--- config.mk ---
export PLATFORM = sky130hd
export DESIGN_NAME = success_watchdog
export DESIGN_NICKNAME = d
export VERILOG_FILES = /design/src/rtl/success_watchdog_pkg.sv /design/src/rtl/success_run_counter.sv /design/src/rtl/success_watchdog.sv
export SDC_FILE = /design/constraint.sdc
export NUM_CORES = 1
export LEC_CHECK = 0
export ABC_AREA = 1
export CELL_PAD_IN_SITES_DETAIL_PLACEMENT = 1
export CELL_PAD_IN_SITES_GLOBAL_PLACEMENT = 2
export CORE_UTILIZATION = 32
export DETAILED_ROUTE_END_ITERATION = 8
export PLACE_DENSITY = 0.84
export REMOVE_ABC_BUFFERS = 1
export SYNTH_ARGS = -nofsm -noshare
export SYNTH_HDL_FRONTEND = slang
export SYNTH_HIERARCHICAL = 1
export SYNTH_SLANG_ARGS = --single-unit
--- constraint.sdc ---
create_clock -name clock -period 2.2 [get_ports clock]
set_input_delay 0.22 -clock clock [delete_from_list [all_inputs] [get_ports clock]]
set_output_delay 0.22 -clock clock [all_outputs]
set_load 0.01 [all_outputs]
--- src/rtl/success_watchdog_pkg.sv ---
// -----------------------------------------------------------------------------
// success_watchdog_pkg
// Shared types for the success watchdog:
//   wd_state_e   - FSM states (IDLE, ARMED, REPORT)
//   wd_result_t  - result record: pass flag plus cycle value
//   cnt_w_ok()   - elaboration-time check that the counter width can hold
//                  MAX_CYCLES
// -----------------------------------------------------------------------------
package success_watchdog_pkg;

  typedef enum logic [1:0] {
    IDLE   = 2'd0,
    ARMED  = 2'd1,
    REPORT = 2'd2
  } wd_state_e;

  // The record is sized for the widest supported counter. The top level
  // narrows it to CNT_W on the way out.
  localparam int WD_RESULT_W = 32;

  typedef struct packed {
    logic                   pass;
    logic [WD_RESULT_W-1:0] cycles;
  } wd_result_t;

  // True when a cnt_w-bit counter can represent max_cycles without wrapping
  // and still fits in the result record.
  function automatic bit cnt_w_ok(input int cnt_w, input int max_cycles);
    return (cnt_w >= 1) && (cnt_w <= WD_RESULT_W) &&
           ((64'd1 << cnt_w) > 64'(max_cycles));
  endfunction

endpackage

--- src/rtl/success_run_counter.sv ---
// -----------------------------------------------------------------------------
// success_run_counter
// Counts consecutive cycles with success_in high while enabled, and remembers
// the cycle index at which the current run began.
// Ports:
//   clock, reset   - rising-edge clock, asynchronous active-low reset
//   clear          - synchronous clear of the run (used outside ARMED)
//   enable         - sample success_in this cycle
//   success_in     - monitored success flag
//   cyc_cnt        - current cycle index supplied by the top level
//   run_cnt        - length of the run before this cycle
//   run_start      - cycle index at which the stored run began
//   qualify        - this cycle completes a run of STABLE_CYCLES
// -----------------------------------------------------------------------------
module success_run_counter
  #(
    parameter int CNT_W         = 16,
    parameter int STABLE_CYCLES = 1
  ) (
    input  logic             clock,
    input  logic             reset,
    input  logic             clear,
    input  logic             enable,
    input  logic             success_in,
    input  logic [CNT_W-1:0] cyc_cnt,
    output logic [CNT_W-1:0] run_cnt,
    output logic [CNT_W-1:0] run_start,
    output logic             qualify
  );

  // Compared as run_cnt == STABLE_CYCLES-1 so that run_cnt+1 cannot overflow.
  localparam logic [CNT_W-1:0] STABLE_M1 = CNT_W'(STABLE_CYCLES - 1);

  assign qualify = enable && success_in && (run_cnt == STABLE_M1);

  // NOTE: state updates use <= so every flop samples pre-edge values; a
  // blocking = here would let later statements see the updated value.
  always_ff @(posedge clock or negedge reset) begin
    if (!reset) begin
      run_cnt   <= '0;
      run_start <= '0;
    end else if (clear) begin
      run_cnt   <= '0;
      run_start <= '0;
    end else if (enable) begin
      if (success_in) begin
        if (run_cnt == '0) begin
          run_start <= cyc_cnt;
        end
        if (run_cnt != '1) begin
          run_cnt <= run_cnt + 1'b1;
        end
      end else begin
        run_cnt <= '0;
      end
    end
  end

endmodule

--- src/rtl/success_watchdog.sv ---
// -----------------------------------------------------------------------------
// success_watchdog
// Pass/fail monitor for a DUT success flag. After start, it counts cycles and
// passes once success_in has been high for STABLE_CYCLES consecutive cycles
// within the first MAX_CYCLES cycles; otherwise it fails. One result record
// is delivered over a valid/ready handshake.
// Ports:
//   clock        - rising-edge clock
//   reset        - asynchronous active-low reset
//   start        - arm request (IDLE only)
//   abort        - cancel an armed check, no record produced
//   success_in   - monitored success flag
//   busy         - registered: ARMED or REPORT
//   done_valid   - result record available
//   done_ready   - consumer accepts the record
//   done_pass    - 1 = pass, 0 = timeout fail
//   done_cycles  - pass: start index of the qualifying run; fail: MAX_CYCLES
// -----------------------------------------------------------------------------
module success_watchdog
  import success_watchdog_pkg::*;
  #(
    parameter int MAX_CYCLES    = 21,
    parameter int STABLE_CYCLES = 1,
    parameter int CNT_W         = 16
  ) (
    input  logic             clock,
    input  logic             reset,
    input  logic             start,
    input  logic             abort,
    input  logic             success_in,
    output logic             busy,
    output logic             done_valid,
    input  logic             done_ready,
    output logic             done_pass,
    output logic [CNT_W-1:0] done_cycles
  );

  if (!cnt_w_ok(CNT_W, MAX_CYCLES)) begin : g_bad_cnt_w
    $error("success_watchdog: CNT_W too small for MAX_CYCLES");
  end
  if (STABLE_CYCLES < 1 || STABLE_CYCLES > MAX_CYCLES) begin : g_bad_stable
    $error("success_watchdog: STABLE_CYCLES must be in 1..MAX_CYCLES");
  end

  localparam logic [CNT_W-1:0] LAST_IDX = CNT_W'(MAX_CYCLES - 1);
  localparam logic [CNT_W-1:0] FAIL_VAL = CNT_W'(MAX_CYCLES);

  wd_state_e        state, state_d;
  wd_result_t       result, result_d;
  logic [CNT_W-1:0] cyc_cnt;
  logic [CNT_W-1:0] run_cnt;
  logic [CNT_W-1:0] run_start;
  logic [CNT_W-1:0] origin;
  logic             qualify;
  logic             armed;
  logic             accept;

  assign armed  = (state == ARMED);
  assign accept = done_valid && done_ready;
  // When the run begins this very cycle, run_start has not been written yet.
  assign origin = (run_cnt == '0) ? cyc_cnt : run_start;

  success_run_counter #(
    .CNT_W         (CNT_W),
    .STABLE_CYCLES (STABLE_CYCLES)
  ) u_run (
    .clock      (clock),
    .reset      (reset),
    .clear      (!armed),
    .enable     (armed),
    .success_in (success_in),
    .cyc_cnt    (cyc_cnt),
    .run_cnt    (run_cnt),
    .run_start  (run_start),
    .qualify    (qualify)
  );

  // NOTE: defaults first so every path assigns state_d and result_d;
  // a missing branch would otherwise infer a latch.
  always_comb begin
    state_d  = state;
    result_d = result;
    unique case (state)
      IDLE: begin
        if (start) begin
          state_d = ARMED;
        end
      end
      ARMED: begin
        // abort > pass > fail
        if (abort) begin
          state_d = IDLE;
        end else if (qualify) begin
          state_d         = REPORT;
          result_d.pass   = 1'b1;
          result_d.cycles = WD_RESULT_W'(origin);
        end else if (cyc_cnt == LAST_IDX) begin
          state_d         = REPORT;
          result_d.pass   = 1'b0;
          result_d.cycles = WD_RESULT_W'(FAIL_VAL);
        end
      end
      REPORT: begin
        if (accept) begin
          state_d = IDLE;
        end
      end
      default: state_d = IDLE;
    endcase
  end

  always_ff @(posedge clock or negedge reset) begin
    if (!reset) begin
      state      <= IDLE;
      result     <= '0;
      cyc_cnt    <= '0;
      busy       <= 1'b0;
      done_valid <= 1'b0;
    end else begin
      state      <= state_d;
      result     <= result_d;
      busy       <= (state != IDLE);
      // Drop valid on the accepting edge so a record is never taken twice.
      done_valid <= (state == REPORT) && !accept;
      if (!armed) begin
        cyc_cnt <= '0;
      end else if (cyc_cnt != LAST_IDX) begin
        cyc_cnt <= cyc_cnt + 1'b1;
      end
    end
  end

  assign done_pass   = result.pass;
  assign done_cycles = CNT_W'(result.cycles);

endmodule

[Word-level counts from Yosys, hierarchy flattened]
Index checks and enable logic that the tools add are counted.
Storage, ports and cells
  flip-flop bits (word level): 69
  logic and storage cells: 49
Cells by class
  $add $sub $neg: 2
  equal/unequal tests: 11
  muxes and demuxes: 16
  bitwise operators: 1
  reductions and logical operators: 11
Operators by type and width (number)
  16-bit 2-to-1 mux: 8
  33-bit 2-to-1 mux: 2
  16-bit by 1-bit adder with 16-bit output (second input constant): 2
  16-bit by 5-bit equality test with 1-bit output (second input constant): 1
  16-bit logical NOT: 1
  16-bit != test (second input constant): 1
  16-bit by 5-bit != test with 1-bit output (second input constant): 1
  2-bit 2-to-1 mux: 5
  2-bit != test (second input constant): 4
  2-bit case mux with 3 select lines: 1
  3-bit AND reduction: 2
  1-bit logical AND: 4
  4-bit != test (second input constant): 1
  2-bit nonzero test: 2
  3-bit != test (second input constant): 1
  2-bit by 1-bit equality test with 1-bit output (second input constant): 1
  2-bit equality test (second input constant): 1
  2-bit logical NOT: 1
  1-bit logical NOT: 1
  1-bit NOT: 1

[Longest topological paths before layout]
Gate-level depths: netlist of run 1.
  word-level depth: 6
  gate-level depth with buffers: 14

[Modules after synthesis]
Netlist of run 1, hierarchy kept.
By module, submodules not included
  success_watchdog: times used 1, cells each 271, area each 2059.5 um^2, seq. area each 925.9 um^2
  success_run_counter: times used 1, cells each 243, area each 1944.4 um^2, seq. area each 800.8 um^2

[Least setup slack after synthesis of run 1]
Ideal clock, no wire load.
  path kind: register to register
  start: reg state[1]
  end: reg result (netlist bit done_cycles[4])
  arrival time: 2.051 ns
  slack: 0.036 ns
  stages on the path, launching flop included: 14
  clock period less this slack: 2.164 ns
  cells stage by stage: dfrtp_1 > nor2_4 > buf_2 > nand2_1 > nor2_1 > nand2_1 > nor2_4 > buf_4 > inv_1 > nor3_4 > buf_6 > nand3_1 > nand2_1 > inv_1
Between the ends
  word-level cells in the longest chain between the ends: 5
RTL lines
  from (decl): line success_watchdog.sv:48  | wd_state_e state, state_d;
  from (signal assigned): line success_watchdog.sv:120  | state <= state_d;
  2-bit by 1-bit equality test with 1-bit output *: line success_watchdog.sv:58  | assign armed = (state == ARMED);
  via armed: line success_watchdog.sv:55  | logic armed;
  1-bit logical AND * (2 in series): line success_run_counter.sv:34  | assign qualify = enable && success_in && (run_cnt == STABLE_M1);
  via qualify: line success_watchdog.sv:54  | logic qualify;
  2-bit nonzero test (no line)
  3-bit AND reduction (no line)
  to (signal assigned): line success_watchdog.sv:121  | result <= result_d;
  to (decl): line success_watchdog.sv:49  | wd_result_t result, result_d;
Mark *: on every way through the listed nets, which the timed path passes. The rest lies on a longest branch.
A chain may end at the register's enable or synchronous reset.

[Worst setup path in the final report of run 1]
  start: reg u_run.run_cnt[0]
  end: reg result (netlist bit done_cycles[2])
Between the ends
  word-level cells in the longest chain between the ends: 4
RTL lines
  from (decl): line success_run_counter.sv:26  | output logic [CNT_W-1:0] run_cnt,
  from (signal assigned): line success_run_counter.sv:51  | run_cnt <= run_cnt + 1'b1;
  16-bit logical NOT *: line success_run_counter.sv:34
  1-bit logical AND *: line success_run_counter.sv:34
  via qualify: line success_watchdog.sv:54
  2-bit nonzero test (no line)
  3-bit AND reduction (no line)
Marked as above.

==> impl_metrics.tcl, run 1 <==
set metrics [dict create \
    outcome "finished, final reports clean" \
    synthArstFlopShare_pct 100 \
    tightest_slew_ps 420 \
    cts_resized 0 \
    ioPinCount 25 \
    post_dp_cell_area_um2 4450 \
    p_leak_nw 2.28 \
    crit_required_ps 2430 \
    hold_ws_ps 356 \
    cp_max_fo 11 \
    drt_wl_total_um 10800 \
    synth_ff_type "dfrtp_1" \
    finalCritPeriodShare_pct 89.4 \
    clk_latency_ps 340 \
    power.density_nw_per_um2 1080 \
    cap_violations 0 \
    drtIter0Drc 158 \
    finalHoldViolations 0 \
    p_int_mw 3.30 \
    yosysMostFrequentCell "nand2_1" \
    stdcell_count 722 \
    hpwl_um 7650 \
    pwr-share-seq_pct 30.6 \
    first_pass_iters 4 \
    wire_per_inst_um 14.9 \
    fin_nets 559 \
    yosysWarnings 6 \
    drive_above_1_share_pct 16.1 \
    clockPowerShare_pct 32.5 \
    antenna_left 0 \
    synth_area_leaders "dfrtp_1 (43%), nand2_1 (12%), nand3_1 (9.1%)" \
    drc 0 \
    arrival_ps 2200 \
    p_total_mw 5.21 \
    grt_pass1_vias 3669 \
    grt_pass1_wl_um 18500 \
    start_util_pct 33.1 \
    worst_r2r_path_depth 12 \
    share_comb_of_total_power_pct 36.9 \
    hold_class "in -> async" \
    place_congestion 0.766 \
    holdBufCountCts 1 \
    coreArea_um2 12100 \
    switching_power_mw 1.90 \
    ys_types 34 \
    swShare_pct 36.5 \
    fin_tns_setup_ps 0 \
    cts_buffers 9 \
    syn_inst 514 \
    rrSetupSlack_ps 230 \
    ys_seq_area_share_pct 43.1 \
    row_count 40 \
    clockBufferDepth 2 \
    dieHeight_um 114 \
    r2r_end "done_cycles[2]" \
    root_buffer "clkbuf_16" \
    setup_violations 0 \
    postCtsSetupBuffers 0 \
    cp-startpoint "u_run/run_cnt[0]" \
    path_clk_slew_ps 60 \
    rsz0062_at_grt "no" \
    antenna_found_initial 0 \
    vias_per_cell 4.93 \
    grt_max_degree 42 \
    synth_seq_cells 69 \
    dieArea_um2 13000 \
    fmax_ghz 0.508 \
    slew_headroom_pct 72.0 \
    skew_ps 5.84 \
    worstSetupPathType "reg -> reg" \
    grt_remaining_overflow 0 \
    die_w_um 114 \
    fin_crit_ps 1970 \
    yosysTopAreaCellShare_pct 43.1 \
    io_buffers 24 \
    antenna_cells 0 \
    cts.sinks 69 \
    htree_num_levels 3 \
    synth-edff-count 0 \
    syn_avg_cell_area_um2 7.79 \
    drv_slew 0 \
    crit_path_end "done_cycles[2]" \
    r2r_start "u_run/run_cnt[0]" \
    ir_drop_mv 0.451 \
    vias 3558 \
    grt.total_usage_pct 18.5 \
    synth.top_cells.by_count "nand2_1 (123), nand3_1 (73), dfrtp_1 (69), nor2_1 (57), inv_1 (46)" \
    place_inst 705 \
    yosys.area.top_type "dfrtp_1" \
    cts_tree "yes" \
    end_kind "flop" \
    stdcell_area_um2 4800 \
    syn_area_um2 4000 \
    area_growth_pct 19.9 \
    crit_path_start_kind "flop" \
]
logic make-up (layout without fill, tap and decap cells):
kind of cell | after synthesis | in the layout | synth area share [%]
buffers and inverters | 66 | 106 | 8.22
AO/OA/AOI/OAI | 71 | 71 | 10.9
adder cells (fa/ha/maj) | 4 | 4 | 1.25
AND/OR/NAND/NOR | 302 | 302 | 36.0
XOR/XNOR | 2 | 2 | 0.438
flip-flops | 69 | 69 | 43.1
cell usage in the layout, fill, tap and decap left out, types with 2 or more instances in the layout:
cell,instances
dfrtp_1,69
nand2_2,15
a31oi_1,3
clkbuf_1,2
inv_2,2
nor3_1,4
clkbuf_16,9
o21ai_0,22
nand2_1,123
nor2_4,6
o21ai_2,20
buf_12,2
a21oi_1,20
nor2_1,57
o21ai_1,4
nand2_4,4
ha_1,4
buf_4,14
nand4_1,8
nor2_2,5
xor2_1,2
nand3_1,73
inv_1,46
bufinv_16,3
nor3_2,2
clkdlybuf4s50_1,23
power groups by stage:
| stage | clock network, mW | registers, mW | logic [mW] |
|---|---|---|---|
| after global placement | 0 | 1.62 | 1.90 |
| after CTS | 1.74 | 1.60 | 1.95 |
| after detailed placement | 0 | 1.62 | 1.94 |
| after floorplan | 0 | 1.64 | 1.04 |
| final | 1.69 | 1.60 | 1.92 |
| after global routing | 1.79 | 1.63 | 2.13 |
worst min path at each step:
stage                      from                 to  slack [ps]  depth (start not counted)
after detailed placement  reset  u_run/run_cnt[14]         180                          1
after floorplan           reset               busy         -80                          0
final                     reset  u_run/run_cnt[14]         360                          2
after CTS                 reset  u_run/run_cnt[14]         370                          2
after global routing      reset  u_run/run_cnt[14]         390                          2
after global placement    reset  u_run/run_cnt[14]         180                          1
cell type report:
cell class	instances	area, µm²
clock buffers	12	246
repair buffers	40	385
flip-flops and latches	69	1730
inverters	50	190
well taps	168	210
fillers	1503	7310
clock inverters	4	95.1
multi-input cells	379	1950
per-stage QoR:
| step | utilization [%] | setup slack (ps) |
|---|---|---|
| 2_1_floorplan | - | 92.1 |
| 4_1_cts | 39.6 | 211 |
| 3_3_place_gp | 36.7 | 183 |
| 6_report | 39.6 | 232 |
| 3_5_place_dp | 36.7 | 120 |
| 5_1_grt | 39.6 | 15.3 |
flip-flops by register name, summed over array words and instances (netlist names):
register and cells:
u_run/run_cnt 16, done_pass 1, done_cycles 16, done_valid 1, u_run/run_start 16, state 2, cyc_cnt 16, busy 1
per-layer routing:
metal | GRT usage, % | vias to the layer above | part of all wire, %
li1 | - | 1744 | -
met1 | 24.3 | 1763 | 46
met2 | 30.1 | 37 | 49
met3 | 4.09 | 14 | 3.4
met4 | 6.41 | 0 | 1.6
met5 | 0 | - | 0
worst max-delay path, stage by stage, from the launching register on:
cell     delay, ps
dfrtp_1        430
inv_1          120
ha_1           170
nand2_1         60
nor2_1         130
nand2_1        100
nor2_4         100
inv_1          120
nor3_4         220
buf_4          230
nand3_1         90
nand2_1         70
inv_1           40
(Power assumes the default switching activity.)
==> run 2, diff against run 1 <==
Settings changed: CORE_UTILIZATION 32 to 31, PLACE_DENSITY 0.84 to 0.83, SYNTH_HIERARCHICAL 1 to unset.
==> run 2 against run 1 <==
Total power is 22% lower. Non-clock buffer count is 7 lower. Sequential share of layout area is 3.0 points higher. Register-to-register slack better by 80 ps. Design area is 9.1% lower. First-iteration DRC count is 41% lower. Routed wire length is 8.3% lower. Critical path depth is 1 lower. Via count is 11% lower. Area after synthesis is 9.5% lower. Critical endpoint is now done_cycles[13].
==> impl_metrics.tcl, run 2 <==
set metrics [dict create \
    clockPowerShare_pct 37.9 \
    clk_latency_ps 330 \
    rsz0062_at_grt "no" \
    path_clk_slew_ps 60 \
    ys_types 33 \
    grt_pass1_wl_um 16400 \
    grt_max_degree 69 \
    p_int_mw 2.73 \
    synth_area_leaders "dfrtp_1 (47%), nand2_1 (16%), nand3_1 (6.8%)" \
    coreArea_um2 11400 \
    synth_seq_cells 68 \
    grt_remaining_overflow 0 \
    outcome "finished, final reports clean" \
    antenna_found_initial 0 \
    yosysWarnings 0 \
    holdBufCountCts 1 \
    worst_slack_ps 314 \
    pwr-share-seq_pct 35.7 \
    finalCritPeriodShare_pct 85.7 \
    fmax_ghz 0.530 \
    cts_buffers 9 \
    synthArstFlopShare_pct 100 \
    yosysTopAreaCellShare_pct 47.0 \
    cp_cell_sequence "inv_1 > ha_1 > inv_1 > nor2_1 > nand2_2 > nor2_8 > nand2_1 > buf_4 > o21ai_0 > nand2_1 > nand2_1" \
    drtIter0Drc 94 \
    drv_slew 0 \
    cts.sinks 68 \
    grt_pass1_vias 3339 \
    dieHeight_um 110 \
    slew_headroom_pct 61.9 \
    skew_ps 8.18 \
    cpPeakStageDelay_ps 390 \
    ir_drop_mv 0.472 \
    yosys.area.top_type "dfrtp_1" \
    drive_above_1_share_pct 11.4 \
    cp_common_cell "nand2_1" \
    tightest_slew_ps 569 \
    switching_power_mw 1.33 \
    ioPinCount 25 \
    clockBufferDepth 2 \
    share_comb_of_total_power_pct 26.4 \
    p_leak_nw 2.17 \
    dp_slack_ps 347 \
    cap_violations 0 \
    worstSetupPathType "reg -> reg" \
    drt_wl_total_um 9870 \
    ys_seq_area_share_pct 47.0 \
    vias_per_cell 4.87 \
    hold_class "in -> async" \
    wire_per_inst_um 15.1 \
    die_w_um 110 \
    area_growth_pct 20.4 \
    fin_nets 514 \
    hpwl_um 6910 \
    antenna_cells 0 \
    antenna_left 0 \
    swShare_pct 32.8 \
    layout_commonest_cell "nand2_1" \
    syn_inst 473 \
    synth_ff_type "dfrtp_1" \
    htree_num_levels 3 \
    layout_common_cells "nand2_1 (153), dfrtp_1 (68), nor2_1 (50), inv_1 (49), nand3_1 (49)" \
    dieArea_um2 12100 \
    place_congestion 0.825 \
    yosysMostFrequentCell "nand2_1" \
    fin_crit_ps 1890 \
    finalHoldViolations 0 \
    syn_area_um2 3620 \
    first_pass_iters 4 \
    cp_max_fo 10 \
    fin_tns_setup_ps 0 \
    crit_path_top_delay_cell "dfrtp_1" \
    start_util_pct 31.7 \
    grt.total_usage_pct 17.9 \
    cts_resized 0 \
    synth.top_cells.by_count "nand2_1 (153), dfrtp_1 (68), nor2_1 (50), inv_1 (49), nand3_1 (49)" \
    r2r_end "done_cycles[13]" \
    rrSetupSlack_ps 310 \
    power.density_nw_per_um2 932 \
    row_count 39 \
    syn_avg_cell_area_um2 7.66 \
    io_buffers 24 \
    cts_tree "yes" \
    worst_r2r_path_depth 11 \
    drc 0 \
    setup_violations 0 \
    end_kind "flop" \
    arrival_ps 2150 \
    postCtsSetupBuffers 0 \
    r2r_start "u_run.run_cnt[0]" \
    crit_path_start_kind "flop" \
    hold_ws_ps 455 \
    synth-edff-count 0 \
    crit_required_ps 2470 \
    root_buffer "clkbuf_16" \
    vias 3174 \
]
-- run 2: worst max-delay path by stage --
| stage | cells after the start | end | start |
|---|---|---|---|
| after floorplan | 10 | u_run.run_start[13] | u_run.run_cnt[0] |
| after global placement | 7 | done_cycles[15] | success_in |
| after detailed placement | 11 | done_cycles[13] | u_run.run_cnt[1] |
| after CTS | 11 | done_cycles[13] | u_run.run_cnt[1] |
| after global routing | 11 | done_cycles[13] | u_run.run_cnt[0] |
| final | 11 | done_cycles[13] | u_run.run_cnt[0] |
-- run 2: per-layer routing --
metal	wire length (µm)	vias up	global-route usage, %	part of all wire, %
met3	210	10	4.06	2.1
li1	-	1569	-	-
met1	4690	1560	22.6	47
met5	0	-	0	0
met2	4850	35	30.5	49
met4	122	0	5.36	1.2
-- run 2: power groups by stage --
stage	logic (mW)	registers, mW	clock network (mW)
after CTS	1.10	1.46	1.59
after global placement	1.05	1.47	0
final	1.07	1.45	1.54
after global routing	1.22	1.47	1.63
after floorplan	0.583	1.49	0
after detailed placement	1.09	1.48	0
-- run 2: layout make-up --
class | count | area [µm²]
Clock inverter | 3 | 42.5
Multi-Input combinational cell | 341 | 1650
Clock buffer | 13 | 280
Inverter | 51 | 193
Timing Repair Buffer | 33 | 318
Sequential cell | 68 | 1700
Tap cell | 143 | 179
Fill cell | 1386 | 7060
-- run 2: cells by family (layout without fill, tap and decap cells) --
family / count (synthesis) / count (layout) / synth area share (%)
buffers and inverters: 64 / 100 / 7.50
xor gates and xnor gates: 1 / 1 / 0.242
AOI/OAI and AO/OA: 50 / 50 / 8.71
adders and majority gates: 4 / 4 / 1.38
and+or+nand+nor: 286 / 286 / 35.2
DFF: 68 / 68 / 47.0
-- run 2: critical path: cells and delay by family (launching register included) --
family	cells	cell delay [ps]
AND/OR/NAND/NOR	6	610
flip-flops	1	390
buffers and inverters	3	350
AO/OA/AOI/OAI	1	260
adder cells (fa/ha/maj)	1	190
-- run 2: metrics by stage --
step	util, %	power [mW]	std cells	instance area [µm²]
after detailed placement	35.3	2.56	635	4030
final	38.2	4.07	652	4360
after global routing	38.2	4.32	652	4360
after global placement	35.3	2.52	635	4030
after CTS	38.2	4.14	652	4360
after floorplan	-	2.07	460	3540
==> run 3, diff against run 2 <==
Settings changed: PLACE_DENSITY 0.83 to 0.78.
==> run 3 against run 2 <==
Utilization down 0.23 points. Register-to-register slack worse by 80 ps. Global-route usage up 0.68 points. Sequential power hardly changed. Clock power shrank 6%. First-iteration DRC count rose by 17%. Count of clock-buffer cells in the layout shrank 3. Setup slack got worse by 78 ps. Sequential share of layout area grew 0.24 points. Cell count increased by 0.31%. Non-clock buffer count up 2. Critical endpoint is now u_run.run_start[13]. Highest routed layer unchanged.
==> impl_metrics.tcl, run 3 (synthesized netlist as in run 2, its figures left out) <==
set metrics [dict create \
    setup_violations 0 \
    grt_util_met3_pct 3.88 \
    root_buffer "clkbuf_16" \
    drt_wl_total_um 9850 \
    p_total_mw 4.00 \
    slew_headroom_pct 61.7 \
    row_count 39 \
    clockBufferDepth 2 \
    cpPeakStageDelay_ps 390 \
    regArea_um2 1700 \
    grt_pass1_wl_um 16800 \
    grtUsageMet2_pct 30.8 \
    crit_path_top_delay_cell "dfrtp_1" \
    finalHoldViolations 0 \
    outcome "finished, final reports clean" \
    io_buffers 24 \
    fmax_ghz 0.509 \
    start_util_pct 31.7 \
    area_growth_pct 19.7 \
    grt_max_degree 36 \
    vias_per_cell 4.85 \
    finalCritPeriodShare_pct 89.3 \
    hold_class "in -> async" \
    cts.sinks 68 \
    ir_drop_mv 0.635 \
    multiInputGateArea_um2 1650 \
    crit_required_ps 2480 \
    antenna_left 0 \
    vias 3175 \
    fin_nets 516 \
    worstSetupPathType "reg -> reg" \
    nFillCells 1399 \
    layout_common_cells "nand2_1 (153), dfrtp_1 (68), nor2_1 (50), inv_1 (49), nand3_1 (49)" \
    fin_util_pct 38.0 \
    antenna_found_initial 0 \
    grt_remaining_overflow 0 \
    hpwl_um 7260 \
    dieHeight_um 110 \
    arrival_ps 2240 \
    busiest_layer "met2" \
    drive_above_1_share_pct 11.5 \
    antenna_cells 0 \
    postCtsSetupBuffers 0 \
    place_congestion 0.800 \
    drtIter0Drc 110 \
    ioPinCount 25 \
    drc 0 \
    wire_per_inst_um 15.1 \
    coreArea_um2 11400 \
    grt_use_met1_pct 23.0 \
    die_w_um 110 \
    cap_violations 0 \
    grt_pass1_vias 3385 \
    drv_slew 0 \
    path_clk_slew_ps 60 \
    p_leak_nw 2.16 \
    power.density_nw_per_um2 922 \
    first_pass_iters 4 \
    cp_common_cell "nand2_1" \
    fin_crit_ps 1960 \
    fin_tns_setup_ps 0 \
    end_kind "flop" \
    cts_tree "yes" \
    tightest_slew_ps 574 \
    rsz0062_at_grt "no" \
    dieArea_um2 12100 \
    cp_max_fo 10 \
    crit_path_start_kind "flop" \
    cts_buffers 9 \
    layout_commonest_cell "nand2_1" \
    htree_num_levels 3 \
    clk_latency_ps 340 \
    rrSetupSlack_ps 240 \
    grt.total_usage_pct 18.6 \
    skew_ps 8.91 \
    cp_cell_sequence "inv_1 > ha_1 > inv_1 > nor2_1 > nand2_2 > nor2_8 > nand2_1 > o21ai_1 > nand2_1 > nand2_1" \
]
run 3: worst max-delay path, delay by kind of cell, from the launching register on:
family / cells / cell delay [ps]
adders and majority gates: 1 / 170
AOI/OAI and AO/OA: 1 / 310
and+or+nand+nor: 6 / 880
buffers and inverters: 2 / 150
DFF: 1 / 390
run 3: worst paths after layout:
kind,from,end,depth (start not counted)
min in group clock,done_cycles[7],done_cycles[7],2
setup reg to reg,u_run.run_cnt[0],u_run.run_start[13],10
max in group asynchronous,reset,done_cycles[6],3
hold / removal,reset,u_run.run_cnt[10],3
setup / recovery,u_run.run_cnt[0],u_run.run_start[13],10
hold reg to reg,done_cycles[7],done_cycles[7],2
run 3: final cells by class:
class | count | area share [%]
Tap cell | 143 | 4.13
Multi-Input combinational cell | 341 | 38.0
Clock inverter | 6 | 1.50
Inverter | 51 | 4.44
Clock buffer | 10 | 5.28
Timing Repair Buffer | 35 | 7.39
Sequential cell | 68 | 39.2
run 3: through the flow:
step	instances	cell area [µm²]	hold slack [ps]	worst slack (ps)
finish	654	4340	451	236
global route	654	4340	498	2.53
CTS	654	4340	473	154
detailed placement	637	4030	307	172
global placement	637	4030	307	247
floorplan	460	3540	-75.6	514
run 3: power by group:
| group | total, mW | internal [mW] | switching [mW] |
|---|---|---|---|
| Combinational | 1.10 | 0.369 | 0.733 |
| Clock | 1.44 | 0.877 | 0.567 |
| Sequential | 1.45 | 1.37 | 0.0804 |
run 3: metal layers:
layer	routed length (µm)	vias to the layer above
li1	-	1572
met1	4550	1542
met5	0	-
met4	265	0
met2	4720	40
met3	307	21
run 3: timing repair:
action                                  4_1_cts  5_1_grt
hold endpoints to repair                     68        0
gates resized for setup                       0        1
hold buffers                                  1        0
endpoints found under the setup margin        0        2
